===== src/rtl/ram_arb_pkg.sv =====
// Shared definitions for the two-port RAM arbiter: port indices and the
// select type used for the grant index and the round-robin history.
package ram_arb_pkg;

   // One bit is enough to name either of the two requesters
   typedef logic arb_sel_t;

   localparam arb_sel_t PORT0 = 1'b0;
   localparam arb_sel_t PORT1 = 1'b1;

endpackage


===== src/rtl/ram_arbiter_syn_ram.sv =====
// Single-port-style on-chip RAM with a synchronous write port and an
// asynchronous (combinational) read port. Contents are never cleared.
module syn_ram #(
   parameter int DATA_WIDTH = 8,
   parameter int ADDR_WIDTH = 8,
   parameter int DATA_COUNT = 256
) (
   input  logic                  clk,
   input  logic                  write_enable,
   input  logic [ADDR_WIDTH-1:0] addr_in,
   input  logic [DATA_WIDTH-1:0] data_in,
   input  logic [ADDR_WIDTH-1:0] addr_out,
   output logic [DATA_WIDTH-1:0] data_out
);

   logic [DATA_WIDTH-1:0] mem [DATA_COUNT];

   // Store the write data at the clock edge when a write is enabled
   always_ff @(posedge clk) begin
      if (write_enable) begin
         mem[addr_in] <= data_in;
      end
   end

   assign data_out = mem[addr_out];

endmodule


===== src/rtl/ram_arbiter.sv =====
// Two-requester arbiter sharing one syn_ram between a CPU port (p0) and a
// DMA/peripheral port (p1). One access is granted per clock; grants are
// combinational, reads return registered data with a one-cycle valid strobe.
// Optional macro RAM_ARB_FIXED_PRIO_EN: port 0 always wins contention
// (port 1 may starve). Default build uses round-robin.
module ram_arbiter
   import ram_arb_pkg::*;
#(
   parameter int DATA_WIDTH = 8,
   parameter int ADDR_WIDTH = 8,
   parameter int DATA_COUNT = 256
) (
   input  logic                  clk,
   input  logic                  rst,
   input  logic                  p0_req,
   input  logic                  p0_we,
   input  logic [ADDR_WIDTH-1:0] p0_addr,
   input  logic [DATA_WIDTH-1:0] p0_wdata,
   output logic                  p0_ack,
   output logic                  p0_rvalid,
   output logic [DATA_WIDTH-1:0] p0_rdata,
   input  logic                  p1_req,
   input  logic                  p1_we,
   input  logic [ADDR_WIDTH-1:0] p1_addr,
   input  logic [DATA_WIDTH-1:0] p1_wdata,
   output logic                  p1_ack,
   output logic                  p1_rvalid,
   output logic [DATA_WIDTH-1:0] p1_rdata
);

   arb_sel_t              last_grant_q, last_grant_d;
   arb_sel_t              grant_sel;
   logic                  grant_valid;
   logic                  grant_we;
   logic                  ram_we;
   logic [ADDR_WIDTH-1:0] ram_addr;
   logic [DATA_WIDTH-1:0] ram_wdata;
   logic [DATA_WIDTH-1:0] ram_rdata;

   logic                  p0_rvalid_q, p0_rvalid_d;
   logic [DATA_WIDTH-1:0] p0_rdata_q, p0_rdata_d;
   logic                  p1_rvalid_q, p1_rvalid_d;
   logic [DATA_WIDTH-1:0] p1_rdata_q, p1_rdata_d;

   // Pick the winner for this cycle; nothing is granted while in reset
   always_comb begin
      grant_valid = 1'b0;
      grant_sel   = PORT0;
      if (!rst) begin
         if (p0_req && p1_req) begin
            grant_valid = 1'b1;
`ifdef RAM_ARB_FIXED_PRIO_EN
            grant_sel   = PORT0;
`else
            grant_sel   = (last_grant_q == PORT0) ? PORT1 : PORT0;
`endif
         end else if (p0_req) begin
            grant_valid = 1'b1;
            grant_sel   = PORT0;
         end else if (p1_req) begin
            grant_valid = 1'b1;
            grant_sel   = PORT1;
         end
      end
   end

   assign p0_ack = grant_valid && (grant_sel == PORT0);
   assign p1_ack = grant_valid && (grant_sel == PORT1);

   // Steer the granted port's command onto the RAM; write only on a real grant
   always_comb begin
      ram_addr  = p0_addr;
      ram_wdata = p0_wdata;
      grant_we  = p0_we;
      if (grant_sel == PORT1) begin
         ram_addr  = p1_addr;
         ram_wdata = p1_wdata;
         grant_we  = p1_we;
      end
      ram_we = grant_valid && grant_we;
   end

   // Next-state for the grant history and the per-port read responses
   always_comb begin
      last_grant_d = last_grant_q;
      if (grant_valid) begin
         last_grant_d = grant_sel;
      end
      p0_rvalid_d = p0_ack && !grant_we;
      p1_rvalid_d = p1_ack && !grant_we;
      p0_rdata_d  = p0_rvalid_d ? ram_rdata : p0_rdata_q;
      p1_rdata_d  = p1_rvalid_d ? ram_rdata : p1_rdata_q;
   end

   // Register grant history and read responses; reset favours port 0 next
   always_ff @(posedge clk) begin
      if (rst) begin
         last_grant_q <= PORT1;
         p0_rvalid_q  <= 1'b0;
         p0_rdata_q   <= '0;
         p1_rvalid_q  <= 1'b0;
         p1_rdata_q   <= '0;
      end else begin
         last_grant_q <= last_grant_d;
         p0_rvalid_q  <= p0_rvalid_d;
         p0_rdata_q   <= p0_rdata_d;
         p1_rvalid_q  <= p1_rvalid_d;
         p1_rdata_q   <= p1_rdata_d;
      end
   end

   assign p0_rvalid = p0_rvalid_q;
   assign p0_rdata  = p0_rdata_q;
   assign p1_rvalid = p1_rvalid_q;
   assign p1_rdata  = p1_rdata_q;

   syn_ram #(
      .DATA_WIDTH(DATA_WIDTH),
      .ADDR_WIDTH(ADDR_WIDTH),
      .DATA_COUNT(DATA_COUNT)
   ) u_ram (
      .clk         (clk),
      .write_enable(ram_we),
      .addr_in     (ram_addr),
      .data_in     (ram_wdata),
      .addr_out    (ram_addr),
      .data_out    (ram_rdata)
   );

endmodule


===== config.mk =====
export PLATFORM = sky130hd
export DESIGN_NAME = ram_arbiter
export DESIGN_NICKNAME = d
export VERILOG_FILES = /design/src/rtl/ram_arb_pkg.sv /design/src/rtl/ram_arbiter_syn_ram.sv /design/src/rtl/ram_arbiter.sv
export SDC_FILE = /design/constraint.sdc
export NUM_CORES = 2
export LEC_CHECK = 0
export BUFFER_PORTS_ARGS = -buffer_cell sky130_fd_sc_hd__buf_2
export CORE_ASPECT_RATIO = 1.4
export CORE_MARGIN = 3
export CORE_UTILIZATION = 35
export DETAILED_ROUTE_END_ITERATION = 10
export PLACE_DENSITY_LB_ADDON = 0.08
export SETUP_SLACK_MARGIN = 0.15
export SLEW_MARGIN = 15
export SYNTH_ARGS = -nofsm -noshare
export SYNTH_HDL_FRONTEND = slang
export SYNTH_SLANG_ARGS = --single-unit

===== constraint.sdc =====
create_clock -name clk -period 7.18 [get_ports clk]
set_input_delay 0.718 -clock clk [delete_from_list [all_inputs] [get_ports clk]]
set_output_delay 0.718 -clock clk [all_outputs]
set_load 0.02 [all_outputs]

==> impl_metrics.env <==
export IMPL_pin_count=58
export IMPL_p_int_w=0.0204
export IMPL_synth_compound_area_frac=0.0999
export IMPL_overflow=0
export IMPL_fill_cells=22600
export IMPL_seq_power_share=0.499
export IMPL_avgSynthCellArea_um2=14.3
export IMPL_synth_nets=6029
export IMPL_htree_levels=4
export IMPL_routedWlPerCell_um=32.0
export IMPL_route_detailed_drc=0
export IMPL_power_w=0.0268
export IMPL_die_w_um=424
export IMPL_cp_max_fo=37
export IMPL_switchingPower_w=0.00640
export IMPL_synth_xor_area_frac=0
export IMPL_vias=54100
export IMPL_synth_cells=5991
export IMPL_core_area_mm2=0.243
export IMPL_hpwl_mm=189
export IMPL_p_per_area_mw_per_mm2=275
export IMPL_tightest_slew_ps=1260
export IMPL_max_slew_margin=0.148
export IMPL_row_count=214
export IMPL_grtUsageTotal=0.235
export IMPL_critPathRequiredTime_ps=7890
export IMPL_maxCapViolCount=0
export IMPL_post_route_period_util=0.810
export IMPL_synth_edf_count=2048
export IMPL_synth_mux_area_frac=0.0425
export IMPL_drt_iter0_markers=5152
export IMPL_root_buffer="clkbuf_16"
export IMPL_grt_antenna_before_repair=13
export IMPL_drt_antenna_violating_nets=0
export IMPL_place_area_mm2=0.0908
export IMPL_die_area_mm2=0.251
export IMPL_final_area_mm2=0.0978
export IMPL_p_comb_frac=0.080
export IMPL_min_path_type="in2reg"
export IMPL_grt_first_pass_wirelength_mm=424
export IMPL_seq_area_frac_synth=0.723
export IMPL_clk_latency_ps=880
export IMPL_status="finished clean"
export IMPL_critPathLaunchType="register"
export IMPL_numCtsBuffers=214
export IMPL_viasPerCell=5.74
export IMPL_finalSetupViolations=0
export IMPL_start_util=0.352
export IMPL_end_kind="register"
export IMPL_synth_ff_type="edfxtp_1"
export IMPL_areaGrowthSynthToFinish_pct=14.2
export IMPL_synth_simple_area_share=0.111
export IMPL_hold_viol_final=0
export IMPL_netlist_area_mm2=0.0856
export IMPL_yosys_area_share_adder=0
export IMPL_fmax_ghz=0.172
export IMPL_fp_dieH_um=591
export IMPL_fin_worst_skew_ps=66.0
export IMPL_yosys_warnings=0
export IMPL_cts_hold_buf=0
export IMPL_clock_sinks=2067
export IMPL_cts_tree="built"
export IMPL_first_pass_iters=6
export IMPL_async_reset_ff_frac=0
export IMPL_post_route_util=0.402
export IMPL_place_congestion=0.832
export IMPL_leakage_nw=31.3
export IMPL_post_cts_buffers=0
export IMPL_cts_resized=0
export IMPL_ir_worst_vdd_mv=0.161
export IMPL_drive_gt1_frac=0.131
export IMPL_slew_violations=0
export IMPL_critical_path_class="reg2reg"
export IMPL_clkTransAtPathRegs_ps=70
export IMPL_synth_top_family_by_area="simple AND/OR/NAND/NOR gates"
export IMPL_grt_pass1_vias=53500
export IMPL_sw_frac_of_total=0.238
export IMPL_yosys_register_bits=2067
export IMPL_wl_mm=302
export IMPL_rsz0062_at_grt="false"
export IMPL_numPortBuffers=57
export IMPL_finalSetupTns_ps=0
export IMPL_grt_max_degree=148
export IMPL_fin_crit_ps=5820
export IMPL_fin_nets=6055
export IMPL_clock_path_buffers=4
export IMPL_power_frac_clock=0.421
export IMPL_crit_arrival_ps=6530
export IMPL_synth_cell_types=73
[sequential cells by signal, indices dropped and copies added, names as in the netlist]
signal,flops
p1_rdata,8
p1_rvalid,1
p0_rdata,8
last_grant_q,1
p0_rvalid,1
u_ram.mem,2048
[synth_stat cells, drive strengths merged, types with 13 or more instances]
| cell type | number | share of area |
|---|---|---|
| o21bai | 13 | 0.0011 |
| nor2 | 326 | 0.014 |
| a221oi | 21 | 0.0021 |
| nor4b | 18 | 0.0018 |
| a32o | 21 | 0.0025 |
| buf | 205 | 0.012 |
| nand2 | 671 | 0.029 |
| edfxtp | 2048 | 0.72 |
| o22ai | 22 | 0.0016 |
| mux4 | 42 | 0.011 |
| nor4 | 135 | 0.011 |
| mux2i | 199 | 0.023 |
| dfxtp | 19 | 0.0044 |
| o21ai | 120 | 0.0071 |
| a31o | 19 | 0.0019 |
| mux2 | 62 | 0.0082 |
| a2111oi | 19 | 0.0019 |
| o211ai | 15 | 0.0013 |
| a311oi | 61 | 0.0062 |
| and3 | 356 | 0.026 |
| a22oi | 34 | 0.0030 |
| a21oi | 189 | 0.011 |
| a211oi | 411 | 0.036 |
| a32oi | 75 | 0.0077 |
| a31oi | 70 | 0.0051 |
| nor2b | 43 | 0.0031 |
| clkbuf | 276 | 0.012 |
| nor3 | 19 | 0.0012 |
| nand3 | 218 | 0.013 |
| nand4 | 55 | 0.0040 |
| a311o | 22 | 0.0026 |
| a21boi | 15 | 0.0014 |
| nand2b | 72 | 0.0053 |
[logic make-up (layout without fill, tap and decap cells)]
kind of cell | Yosys count | after routing
AOI/OAI and AO/OA | 1193 | 1193
buffers and inverters | 487 | 684
DFF | 2067 | 2067
muxes | 303 | 303
other | 0 | 4
and+or+nand+nor | 1941 | 1941
[cells in the final DEF, fill, tap and decap left out, drive strengths merged, types with 61 or more instances in the layout]
cell / count
edfxtp: 2048
nand2: 671
a211oi: 411
and3: 356
nor2: 326
buf: 290
clkbuf: 266
nand3: 218
mux2i: 199
a21oi: 189
nor4: 135
o21ai: 120
clkinv: 88
a32oi: 75
nand2b: 72
a31oi: 70
mux2: 62
a311oi: 61
[metrics by stage]
step                      hold WS [ps]  setup slack (ps)  cells
after global routing               107              1410   9429
after floorplan                    516              1170   5991
after CTS                         26.3              1460   9428
after detailed placement           499               975   9041
after global placement             503               950   9040
final                              118              1360   9432
[critical path, stage by stage, from the launching register on]
cell	delay [ps]
dfxtp_1	370
a21bo_2	430
buf_4	330
or4_1	790
nand2_4	870
buf_4	410
a311o_1	220
nor4_1	90
buf_4	200
a31oi_1	440
nand4_1	300
nor4_2	810
buf_4	250
a211oi_1	60
[final timing paths]
path / startpoint / to / slack [ps] / cells past startpoint
worst min-delay path: p1_req / last_grant_q / 120 / 3
worst max register to register: last_grant_q / p1_rdata[3] / 1360 / 13
worst min register to register: p0_rdata[0] / p0_rdata[0] / 510 / 2
worst max-delay path: last_grant_q / p1_rdata[3] / 1360 / 13
[power by group through the flow]
stage / registers (W) / logic, W / clock network [W]
6_report: 0.0134 / 0.00216 / 0.0113
5_1_grt: 0.0134 / 0.00228 / 0.0120
4_1_cts: 0.0134 / 0.00219 / 0.0115
3_5_place_dp: 0.0137 / 0.00218 / 0
3_3_place_gp: 0.0137 / 0.00217 / 0
2_1_floorplan: 0.0137 / 0.00111 / 0
[per-layer routing]
layer  share of wire  global-route usage  vias to the layer above
met3           0.048              0.0309                      392
li1                -                   -                    23700
met5         0.00014                   0                        -
met1            0.42               0.313                    28500
met4           0.033              0.0730                        8
met2            0.49               0.399                     1569
[cell type report]
| class | instances | area, um2 | area share |
|---|---|---|---|
| inverter | 6 | 22.5 | 0.000230 |
| clock inverter | 122 | 1180 | 0.0121 |
| clock buffer | 265 | 5780 | 0.0592 |
| timing repair buffer | 291 | 2740 | 0.0280 |
| antenna | 4 | 10.0 | 0.000102 |
| sequential | 2067 | 61900 | 0.633 |
| tap | 3240 | 4050 | 0.0415 |
| multi-input combinational | 3437 | 22100 | 0.226 |
No activity file was read; power rests on OpenSTA's default activity.
